## config.mk

```make
export PLATFORM = sky130hd
export DESIGN_NAME = ifetch_queue
export DESIGN_NICKNAME = d
export VERILOG_FILES = /design/src/rtl/ifetch_queue.sv
export SDC_FILE = /design/constraint.sdc
export NUM_CORES = 1
export LEC_CHECK = 0
export ABC_AREA = 1
export ABC_CLOCK_PERIOD_IN_PS = 13480
export CORE_ASPECT_RATIO = 1.2
export CORE_UTILIZATION = 45
export DETAILED_ROUTE_END_ITERATION = 7
export GPL_ROUTABILITY_DRIVEN = 0
export PLACE_DENSITY = 0.66
export SLEW_MARGIN = 20
export SYNTH_ARGS = -nofsm -noshare
export SYNTH_HDL_FRONTEND = slang
export SYNTH_SLANG_ARGS = --single-unit
export TNS_END_PERCENT = 100
```

## constraint.sdc

```tcl
create_clock -name clk -period 13.48 [get_ports clk]
set_input_delay 2.696 -clock clk [delete_from_list [all_inputs] [get_ports clk]]
set_output_delay 2.696 -clock clk [all_outputs]
set_load 0.05 [all_outputs]
```

## src/rtl/ifetch_queue.sv

```systemverilog
// rtl/ifetch_queue.sv - PC, in-order fetch request issue and response FIFO toward decode (option: IFETCH_MISALIGN_CHECK_EN)
module ifetch_queue #(
  parameter int              FIFO_DEPTH = 4,
  parameter int              ALEN       = 32,
  parameter int              ILEN       = 32,
  parameter logic [ALEN-1:0] RESET_PC   = '0
) (
  input  logic            clk,
  input  logic            rst,
  input  logic            flush,
  input  logic [ALEN-1:0] flush_target,
  output logic            mem_req_valid,
  input  logic            mem_req_ready,
  output logic [ALEN-1:0] mem_req_addr,
  input  logic            mem_resp_valid,
  input  logic [ILEN-1:0] mem_resp_data,
  input  logic            mem_resp_error,
  output logic [ILEN-1:0] instruction,
  output logic [ALEN-1:0] instruction_addr,
  output logic [ALEN-1:0] instruction_next_addr,
  output logic            ifetch_exception,
  output logic            stall_next,
  input  logic            next_stalled
);

  localparam int AW = $clog2(FIFO_DEPTH);
  localparam int CW = $clog2(FIFO_DEPTH + 1);

  typedef enum logic {ST_RUN, ST_HALT} state_t;

  state_t                 state;
  state_t                 state_nxt;
  logic [ALEN-1:0]        pc;
  logic [CW-1:0]          inflight;
  logic [CW-1:0]          drop;
  logic [CW-1:0]          count;
  logic [CW:0]            occupancy;

  logic [ILEN-1:0]        fifo_data [FIFO_DEPTH];
  logic [ALEN-1:0]        fifo_addr [FIFO_DEPTH];
  logic [FIFO_DEPTH-1:0]  fifo_err;
  logic [ALEN-1:0]        aq_addr   [FIFO_DEPTH];
  logic [AW-1:0]          rd_ptr;
  logic [AW-1:0]          wr_ptr;
  logic [AW-1:0]          aq_rd;
  logic [AW-1:0]          aq_wr;

  logic                   pop;
  logic                   accept;
  logic                   push;
  logic                   misalign;
  logic [ALEN-1:0]        target_aligned;

  assign stall_next     = (count == '0);
  assign pop            = !stall_next && !next_stalled;
  assign accept         = mem_req_valid && mem_req_ready;
  // A response is kept only outside a flush and once all stale beats are drained
  assign push           = mem_resp_valid && !flush && (drop == '0);
  assign target_aligned = {flush_target[ALEN-1:2], 2'b00};

`ifdef IFETCH_MISALIGN_CHECK_EN
  assign misalign = flush && (flush_target[1:0] != 2'b00);
`else
  logic unused_target_lsbs;
  assign unused_target_lsbs = ^flush_target[1:0];
  assign misalign           = 1'b0;
`endif

  // Buffered entries plus in-flight requests, after this cycle's pop frees a slot
  assign occupancy = {1'b0, inflight} + {1'b0, count} - {{CW{1'b0}}, pop};

  assign mem_req_addr          = pc;
  assign instruction           = fifo_data[rd_ptr];
  assign instruction_addr      = fifo_addr[rd_ptr];
  assign instruction_next_addr = fifo_addr[rd_ptr] + ALEN'(4);
  assign ifetch_exception      = !stall_next && fifo_err[rd_ptr];

  // State register
  always_ff @(posedge clk) begin
    if (rst) state <= ST_RUN;
    else     state <= state_nxt;
  end

  // Next state: flush always restarts (or halts on a bad target), a pushed fault halts
  always_comb begin
    state_nxt = state;
    if (flush)                        state_nxt = misalign ? ST_HALT : ST_RUN;
    else if (push && mem_resp_error)  state_nxt = ST_HALT;
  end

  // Request issue: only while running, never in a flush cycle, and only with a free slot
  always_comb begin
    mem_req_valid = 1'b0;
    if (!rst && state == ST_RUN && !flush && occupancy < (CW+1)'(FIFO_DEPTH))
      mem_req_valid = 1'b1;
  end

  // PC, counters and queue pointers
  always_ff @(posedge clk) begin
    if (rst) begin
      pc       <= RESET_PC;
      inflight <= '0;
      drop     <= '0;
      count    <= '0;
      rd_ptr   <= '0;
      wr_ptr   <= '0;
      aq_rd    <= '0;
      aq_wr    <= '0;
    end else if (flush) begin
      pc       <= target_aligned;
      inflight <= inflight - CW'(mem_resp_valid);
      drop     <= inflight - CW'(mem_resp_valid);
      rd_ptr   <= '0;
      aq_rd    <= '0;
      aq_wr    <= '0;
      wr_ptr   <= misalign ? AW'(1) : '0;
      count    <= misalign ? CW'(1) : '0;
    end else begin
      if (accept) begin
        pc    <= pc + ALEN'(4);
        aq_wr <= aq_wr + AW'(1);
      end
      inflight <= inflight + CW'(accept) - CW'(mem_resp_valid);
      if (mem_resp_valid && drop != '0) drop <= drop - CW'(1);
      if (push) begin
        wr_ptr <= wr_ptr + AW'(1);
        aq_rd  <= aq_rd + AW'(1);
      end
      if (pop) rd_ptr <= rd_ptr + AW'(1);
      count <= count + CW'(push) - CW'(pop);
    end
  end

  // Entry storage: responses land with their recorded request address
  always_ff @(posedge clk) begin
    if (rst) begin
      fifo_err <= '0;
    end else if (misalign) begin
      fifo_data[0] <= '0;
      fifo_addr[0] <= flush_target;
      fifo_err[0]  <= 1'b1;
    end else if (push) begin
      fifo_data[wr_ptr] <= mem_resp_data;
      fifo_addr[wr_ptr] <= aq_addr[aq_rd];
      fifo_err[wr_ptr]  <= mem_resp_error;
    end
  end

  // Address queue: request address captured at acceptance
  always_ff @(posedge clk) begin
    if (accept) aq_addr[aq_wr] <= pc;
  end

endmodule

```

==> results of run 1 <==
cell type report:
type                       count  area (um2)  share of cell area
multi-input combinational   1087        5450               0.247
clock inverter                20         260              0.0118
tap                          533         667              0.0302
inverter                      97         372              0.0168
sequential                   424       12200               0.552
clock buffer                  52        1090              0.0493
timing repair buffer         209        2050              0.0930
routing by layer:
metal / vias up / wire [um]
met5: - / 0
met4: 0 / 1060
met3: 73 / 2360
met2: 403 / 20700
met1: 6083 / 18400
li1: 6193 / -
critical path, cell delays in order:
cell and delay, ps:
clkdlybuf4s50_1 400, buf_4 290, nor2_4 260, inv_1 150, nor2_1 110, nand2_1 60
nor2_1 100, and2_1 200, clkdlybuf4s50_1 820
flip-flops by register name, indices dropped and copies added (netlist names), named ones only:
name          flops
aq_addr         120
fifo_data       128
wr_ptr            2
mem_req_addr     30
count             3
inflight          3
fifo_err          4
state             1
rd_ptr            2
aq_rd             2
drop              3
fifo_addr       120
aq_wr             2
cells in the final DEF, fill, tap and decap left out, drive strengths merged, types with 2 or more instances in the layout:
cell type,count
a21oi,59
a32oi,2
buf,16
bufinv,6
clkbuf,52
clkdlybuf4s50,193
clkinv,11
clkinvlp,2
conb,6
dfxtp,56
edfxtp,368
fa,2
ha,21
inv,98
nand2,353
nand3,112
nand3b,7
nand4,9
nor2,219
nor3,18
nor4,3
o21ai,162
o22ai,66
or2,2
xnor2,9
xor2,28
worst max path at each step:
stage                  from             to  slack [ps]  cells past startpoint
2_1_floorplan  next_stalled  mem_req_valid        6840                     10
3_3_place_gp            rst  mem_req_valid        5650                      9
3_5_place_dp            rst  mem_req_valid        5650                      9
4_1_cts                 rst  mem_req_valid        5640                      9
5_1_grt                 rst  mem_req_valid        5490                      9
6_report                rst  mem_req_valid        5680                      9
synth_stat cells, types with 2 or more instances:
cell type  count  area, um2
nor4_2         2       25.0
o21ai_1        2       10.0
a21oi_1       59        295
edfxtp_1     368      11100
o21ai_0      160        801
dfxtp_1       56       1120
xor2_1        28        245
inv_2          4       15.0
nor2_1       207        777
clkinv_1       2       7.51
ha_1          21        263
inv_1         89        334
nand3_1      109        546
nor2_4         4       45.0
xnor2_1        9       78.8
or2_2          2       12.5
buf_6          4       45.0
a32oi_4        2       55.1
nor3_2         6       60.1
fa_1           2       40.0
nand2_2       16        100
nand4_1        9       56.3
buf_4         19        143
clkbuf_1      47        176
nor3_1        12       60.1
nand3b_1       7       52.6
o22ai_2        3       37.5
nand2_1      336       1260
nand3_2        3       30.0
o22ai_1       63        394
nor2_2         8       50.1
buf_2         10       50.1
buf_1          7       26.3
report_power, final:
group	internal, W	total, W	switching (W)	leakage [nW]
sequential	0.00145	0.00148	0.0000252	3.82
clock	0.000687	0.00115	0.000464	0.652
combinational	0.0000953	0.000289	0.000194	3.28
total	0.00223	0.00292	0.000683	7.76
logic make-up after synthesis:
| logic type | count (synthesis) |
|---|---|
| xor gates and xnor gates | 37 |
| AOI/OAI and AO/OA | 294 |
| buffers and inverters | 185 |
| other | 1 |
| adders and majority gates | 23 |
| DFF | 424 |
| and+or+nand+nor | 727 |
through the flow:
stage / utilization / cell area (um2) / power, W / instances
after floorplan: - / 18400 / 0.00169 / 1696
after global placement: 0.517 / 20700 / 0.00179 / 2350
after detailed placement: 0.517 / 20700 / 0.00180 / 2350
after CTS: 0.551 / 22100 / 0.00294 / 2422
after global routing: 0.551 / 22100 / 0.00302 / 2422
final: 0.551 / 22100 / 0.00292 / 2422
==> results by group, run 1 <==
Run status
  – Run status: completed

Clock network
  – Clock transition at the registers of the reported paths: approximately 60 ps
  – CTS tree: built
  – Post-CTS Hold Fix Bufs: 0
  – Post-CTS Setup Bufs: 0
  – H-tree levels: 2
  – Clock Path Buffers: 3
  – CTS Buf Count: roughly 40
  – Root buf cell: clkbuf_16
  – CTS sink count: around 420
  – Clock latency on the worst-skew pair: between 500 and 600 ps
  – Post-CTS Resized: 0

STA
  – Setup violators final: 0
  – Setup ws final: 5680 ps
  – Period utilization: 0.579
  – Crit path time final: about 8000 ps
  – Max-slew violations: 0
  – Clock Skews: between 15 and 20 ps
  – Hold_ws: 461 ps
  – RSZ-0062 raised after global routing: no
  – Rel. slew slack: 0.339
  – Fmax: 128 MHz
  – Endpoints failing hold: 0
  – Setup TNS: 0 ps
  – Slew @ Worst Pin: between 900 and 1000 ps

GRT
  – Met1 usage: 0.265
  – GRT Resource Usage Total: 0.203
  – Met3 GRT Util: 0.0310
  – Vias in the first global route: ~12000
  – Pin count of the biggest net entering global routing: around 120
  – Most used routing layer: met2
  – Grt met2 use: 0.345
  – Global-route wire length before repair: ~67000 um
  – Initial antenna violation count: 0
  – GRT overflow: 0

Worst setup path
  – R2r startpoint: inflight[1]
  – WP data required: approximately 11000 ps
  – Crit path max fanout: 38
  – Critical Path AT: approximately 5000 ps
  – FF-to-FF setup slack: between 10000 and 15000 ps
  – Endpoint class of the critical path: output pin
  – Reg2Reg Depth: 19
  – Critical R2R Capture: inflight[2]
  – CP startpoint kind: input port
  – Crit Path Category: in -> out

Worst hold path
  – Hold Crit Start: aq_rd[1]
  – Hold depth: 2
  – End point of the worst hold path: aq_rd[1]
  – Worst hold path type: reg -> reg

Die
  – Starting Density: 0.459
  – Die Y: between 200 and 250 um
  – # IOs: a little over 200
  – Core footprint: roughly 0.040 mm2
  – Die width: ~190 um
  – Die ar.: about 0.042 mm2
  – # rows: 80

Placement
  – PortBufs: 193
  – Place WS: about 5700 ps
  – HPWL after detailed placement: 25800 um

Yosys
  – Post-Synthesis Cells: 1691
  – Share of synthesized area spent on multiplexers: 0
  – Post-synth EDFFs: between 300 and 400
  – Syn_area_per_cell: ~11 um2
  – Synth Cell Area: approximately 0.018 mm2
  – Largest family of logic cells by synthesized area: simple AND/OR/NAND/NOR gates
  – Simple-gate share of the synthesized area: 0.170
  – Register area share after synthesis: 0.662
  – YS warnings: 0
  – Post-Synth Adder-Cell Area: 0.0165
  – Compound-Gate Fraction of Synth Area: 0.0887
  – Post-Synth XOR/XNOR Area: 0.0176
  – Async S/R FF share, synth: 0
  – #FFs+latches synth: 424
  – Post-synthesis cell type count: 48
  – Most used DFF post-synth: edfxtp_1

Final layout
  – Layout cells sized above 1: 0.0736
  – P&R area growth vs syn: 20.0%
  – Nets: ~2000
  – Ant. Diodes: 0
  – Fill cells: roughly 3300

Pwr
  – Pleak: 7.76 nW
  – PwrDens: between 100 and 150 mW/mm2
  – Peak supply drop: ~0.077 mV

Route
  – Vias: ~13000
  – DRT iter0 DRCs: 745
  – Routed WL: about 42000 um
  – Via/cell ratio: between 5 and 6
  – Post-route DRC: 0
  – DR pass1 iterations: 5
  – WL per Instance: roughly 18 um
  – Routed Antenna Nets: 0

Run
  – Maximum Capacitance Violations: 0
Power figures use the tool's default switching activity.
==> run 2: changes to the inputs <==
ABC_CLOCK_PERIOD_IN_PS = 7700   (was 13480)
clock period = 7.7 ns   (was 13.48 ns; I/O delays follow)
==> results by group, run 2 (synthesis gave the netlist of run 1 again) <==
Final layout
  – Layout cells sized above 1: 0.0740
  – Top reg by flops: fifo_data
  – P&R area growth vs syn: 20.0%
  – Largest registers: fifo_data (128), aq_addr (120), fifo_addr (120)
  – Commonest non-fill, non-tap cell in the layout: edfxtp_1
  – Ant. Diodes: 0
  – Most frequent cells in the layout: 368 x edfxtp_1, 335 x nand2_1, 199 x nor2_1
  – Max reg flops: 128
  – Nets: between 1500 and 2000

Worst setup path
  – Crit path to: instruction_next_addr[24]
  – Critical R2R Capture: inflight[2]
  – Crit path max fanout: approximately 120
  – Crit Path Category: reg -> out
  – Critical Path AT: around 4400 ps
  – WP data required: a little over 6000 ps
  – Crit path largest cell delay: between 800 and 900 ps
  – Slowest cell on the critical path: clkdlybuf4s50_1
  – Endpoint class of the critical path: output pin
  – R2r startpoint: inflight[2]
  – Reg2Reg Depth: 19
  – Ordered cell list for the critical path: inv_6 > nand2_1 > a32oi_4 > ha_1 > nand2_2 > nor3_2 > nand3_1 > xor2_1 > clkdlybuf4s50_1
  – FF-to-FF setup slack: 4400 ps
  – CP startpoint kind: register

Route
  – Routed WL: around 43000 um
  – DRT iter0 DRCs: 833
  – DR pass1 iterations: 5
  – Post-route DRC: 0
  – Vias: 12900
  – WL per Instance: ~18 um
  – Via/cell ratio: 5.30
  – Routed Antenna Nets: 0

STA
  – Max-slew violations: 0
  – Fmax: between 150 and 200 MHz
  – Setup TNS: 0 ps
  – Crit path time final: between 5000 and 6000 ps
  – Slew @ Worst Pin: ~1000 ps
  – Clock Skews: 15.2 ps
  – Period utilization: 0.769
  – Endpoints failing hold: 0
  – Setup violators final: 0
  – RSZ-0062 raised after global routing: no
  – Rel. slew slack: 0.333

GRT
  – Global-route wire length before repair: 67900 um
  – GRT Resource Usage Total: 0.206
  – Initial antenna violation count: 0
  – Vias in the first global route: 12700
  – GRT overflow: 0
  – Pin count of the biggest net entering global routing: approximately 120

Die
  – # IOs: between 200 and 250
  – Die ar.: around 0.042 mm2
  – # rows: 80
  – Die Y: between 200 and 250 um
  – Die width: approximately 190 um
  – Starting Density: 0.459
  – Core footprint: ~0.04 mm2

Clock network
  – Clock latency on the worst-skew pair: between 500 and 600 ps
  – CTS sink count: 424
  – Post-CTS Resized: 0
  – Post-CTS Setup Bufs: 0
  – Post-CTS Hold Fix Bufs: 0
  – Root buf cell: clkbuf_16
  – CTS Buf Count: 42
  – CTS tree: built
  – H-tree levels: 2
  – Clock transition at the registers of the reported paths: 60 ps
  – Clock Path Buffers: 3

Run
  – Maximum Capacitance Violations: 0

Worst hold path
  – Worst hold path type: reg -> reg

Placement
  – HPWL after detailed placement: 25700 um
  – PortBufs: 193

Pwr
  – PwrDens: ~230 mW/mm2
  – Overall power: 0.00511 W
  – Peak supply drop: around 0.15 mV
  – Pleak: slightly below 8 nW

Run status
  – Run status: completed
==> run 2: worst min-delay path by stage <==
stage                            from          end  depth (start not counted)
after detailed placement        state        state                          2
after floorplan                 state        state                          2
after CTS                       state        state                          2
final                           state        state                          2
after global routing      fifo_err[3]  fifo_err[3]                          2
after global placement       aq_rd[1]     aq_rd[1]                          2
==> run 2: worst max-delay path, delay by kind of cell, from the launching register on <==
family | cells | cell delay [ps]
xor gates and xnor gates | 1 | 220
adders and majority gates | 1 | 270
DFF | 1 | 530
AOI/OAI and AO/OA | 1 | 380
buffers and inverters | 2 | 1580
and+or+nand+nor | 4 | 840
==> run 2: layout make-up <==
type | count | area, um2
fillers | 3371 | 18000
flip-flops and latches | 424 | 12200
multi-input cells | 1087 | 5450
repair buffers | 209 | 2050
clock buffers | 51 | 1110
well taps | 533 | 667
inverters | 97 | 372
clock inverters | 24 | 241
==> run 2: metal layers <==
metal / vias to the layer above / GRT usage / share of wire
met3: 69 / 0.0340 / 0.059
li1: 6199 / - / -
met4: 0 / 0.0724 / 0.023
met5: - / 0 / 0
met1: 6184 / 0.264 / 0.43
met2: 409 / 0.354 / 0.49
==> run 2: stage by stage <==
step                hold slack [ps]  setup WS, ps  utilization  area, um2  cells
floorplan                       430          2310            -      18400   1696
global placement                449          2180        0.517      20700   2350
detailed placement              454          2140        0.517      20700   2350
CTS                             468          1700        0.551      22100   2425
global route                    492          1540        0.551      22100   2425
finish                          466          1780        0.551      22100   2425
==> run 2: power by group <==
part | switching (W) | total, W | leakage [nW] | internal (W)
sequential | 0.0000457 | 0.00259 | 3.82 | 0.00254
clock | 0.000821 | 0.00201 | 0.664 | 0.00119
combinational | 0.000340 | 0.000507 | 3.28 | 0.000167
==> run 3: changes to the inputs <==
ABC_CLOCK_PERIOD_IN_PS = 4750   (was 7700)
PLACE_DENSITY = 0.69   (was 0.66)
clock period = 4.75 ns   (was 7.7 ns; I/O delays follow)
==> results by group, run 3 (synthesis gave the netlist of run 1 again) <==
Run status
  – Run status: completed

GRT
  – Initial antenna violation count: 0
  – Vias in the first global route: approximately 12000
  – GRT overflow: 0
  – Global-route wire length before repair: 66700 um
  – Pin count of the biggest net entering global routing: 70
  – GRT Resource Usage Total: 0.203

Final layout
  – Largest registers: fifo_data (128), aq_addr (120), fifo_addr (120)
  – Top reg by flops: fifo_data
  – Nets: 1965
  – Fill cells: 3307
  – Ant. Diodes: 0
  – Most frequent cells in the layout: 368 x edfxtp_1, 336 x nand2_1, 199 x nor2_1
  – Layout cells sized above 1: 0.0827
  – Commonest non-fill, non-tap cell in the layout: edfxtp_1
  – P&R area growth vs syn: 20.5%
  – Max reg flops: around 130

Die
  – Die width: about 190 um
  – Starting Density: 0.459
  – Die Y: about 220 um
  – # IOs: 202
  – Core footprint: about 0.04 mm2
  – # rows: 80
  – Die ar.: approximately 0.042 mm2

Route
  – Routed Antenna Nets: 0
  – Routed WL: 42700 um
  – Via/cell ratio: about 5.3
  – DR pass1 iterations: 5
  – Post-route DRC: 0
  – WL per Instance: about 18 um
  – DRT iter0 DRCs: between 800 and 900
  – Vias: roughly 13000

Clock network
  – Post-CTS Setup Bufs: 0
  – Clock transition at the registers of the reported paths: approximately 60 ps
  – CTS sink count: roughly 420
  – Post-CTS Hold Fix Bufs: 0
  – Clock Path Buffers: 3
  – Root buf cell: clkbuf_16
  – H-tree levels: 2
  – CTS tree: built
  – Post-CTS Resized: 0
  – Clock latency on the worst-skew pair: 550 ps
  – CTS Buf Count: 42

STA
  – Setup TNS: 0 ps
  – Crit path time final: 4550 ps
  – Clock Skews: ~18 ps
  – Period utilization: 0.958
  – Slew @ Worst Pin: between 900 and 1000 ps
  – Rel. slew slack: 0.350
  – RSZ-0062 raised after global routing: no
  – Setup violators final: 0
  – Setup ws final: between 200 and 250 ps
  – Fmax: ~220 MHz
  – Endpoints failing hold: 0
  – Max-slew violations: 0

Pwr
  – Peak supply drop: 0.211 mV
  – PwrDens: approximately 370 mW/mm2
  – Pleak: between 7 and 8 nW

Placement
  – HPWL after detailed placement: around 27000 um
  – PortBufs: between 150 and 200
  – Place WS: between 700 and 800 ps

Worst setup path
  – CP startpoint kind: register
  – WP data required: between 3000 and 4000 ps
  – Crit path max fanout: between 60 and 70
  – Endpoint class of the critical path: output pin
  – Crit Path Category: reg -> out
  – Critical Path AT: 3600 ps

Run
  – Maximum Capacitance Violations: 0

Worst hold path
  – Worst hold path type: reg -> reg
run 3: cell count changes in the layout (fill, tap and decap cells not counted), moves of 2 or more:
| cell | delta |
|---|---|
| buf_4 | +12 |
| buf_12 | +10 |
| clkinv_1 | -4 |
| clkdlybuf4s50_1 | -12 |
| clkinv_2 | -2 |
| bufinv_16 | -3 |
| clkbuf_1 | +4 |
| clkinv_8 | +2 |
run 3: worst paths after layout:
kind / start / to / slack (ps) / cells after the start
max: register / instruction_next_addr[31] / 200 / 11
min: state / state / 460 / 2
max reg2reg: inflight[2] / inflight[2] / 1800 / 18
min reg2reg: state / state / 460 / 2
run 3: worst max-delay path, stage by stage, from the launching register on:
cell and delay [ps]:
dfxtp_4 360, inv_6 370, buf_4 580, nand2_1 110
nand3_1 90, nand2_1 110, nor3_1 190, nand2_1 80
nor2_2 120, nand3b_1 80, nand2_1 60, clkdlybuf4s50_1 820
run 3: area by class of cell:
type	count	area (um2)	area share
clock inverter	17	155	0.00700
multi-input combinational	1087	5450	0.246
timing repair buffer	219	2220	0.100
clock buffer	55	1120	0.0506
tap	533	667	0.0301
sequential	424	12200	0.549
inverter	97	372	0.0168
run 3: stage by stage:
| step | hold WS, ps | utilization | instances | power, W | cell area [um2] |
|---|---|---|---|---|---|
| after floorplan | 430 | - | 1696 | 0.00480 | 18400 |
| after global placement | 442 | 0.522 | 2360 | 0.00509 | 20900 |
| after detailed placement | 454 | 0.522 | 2360 | 0.00511 | 20900 |
| after CTS | 463 | 0.553 | 2432 | 0.00817 | 22200 |
| after global routing | 484 | 0.553 | 2432 | 0.00839 | 22200 |
| final | 461 | 0.553 | 2432 | 0.00812 | 22200 |
run 3: layer usage:
metal	vias to the layer above	GRT usage	share of wire
met3	80	0.0337	0.065
met4	0	0.0666	0.024
li1	6227	-	-
met1	6138	0.263	0.42
met2	492	0.348	0.49
met5	-	0	0
run 3: report_power, final:
part           switching [W]  internal, W  total, W
clock network        0.00132      0.00177   0.00309
logic               0.000560     0.000280  0.000841
registers          0.0000675      0.00412   0.00419
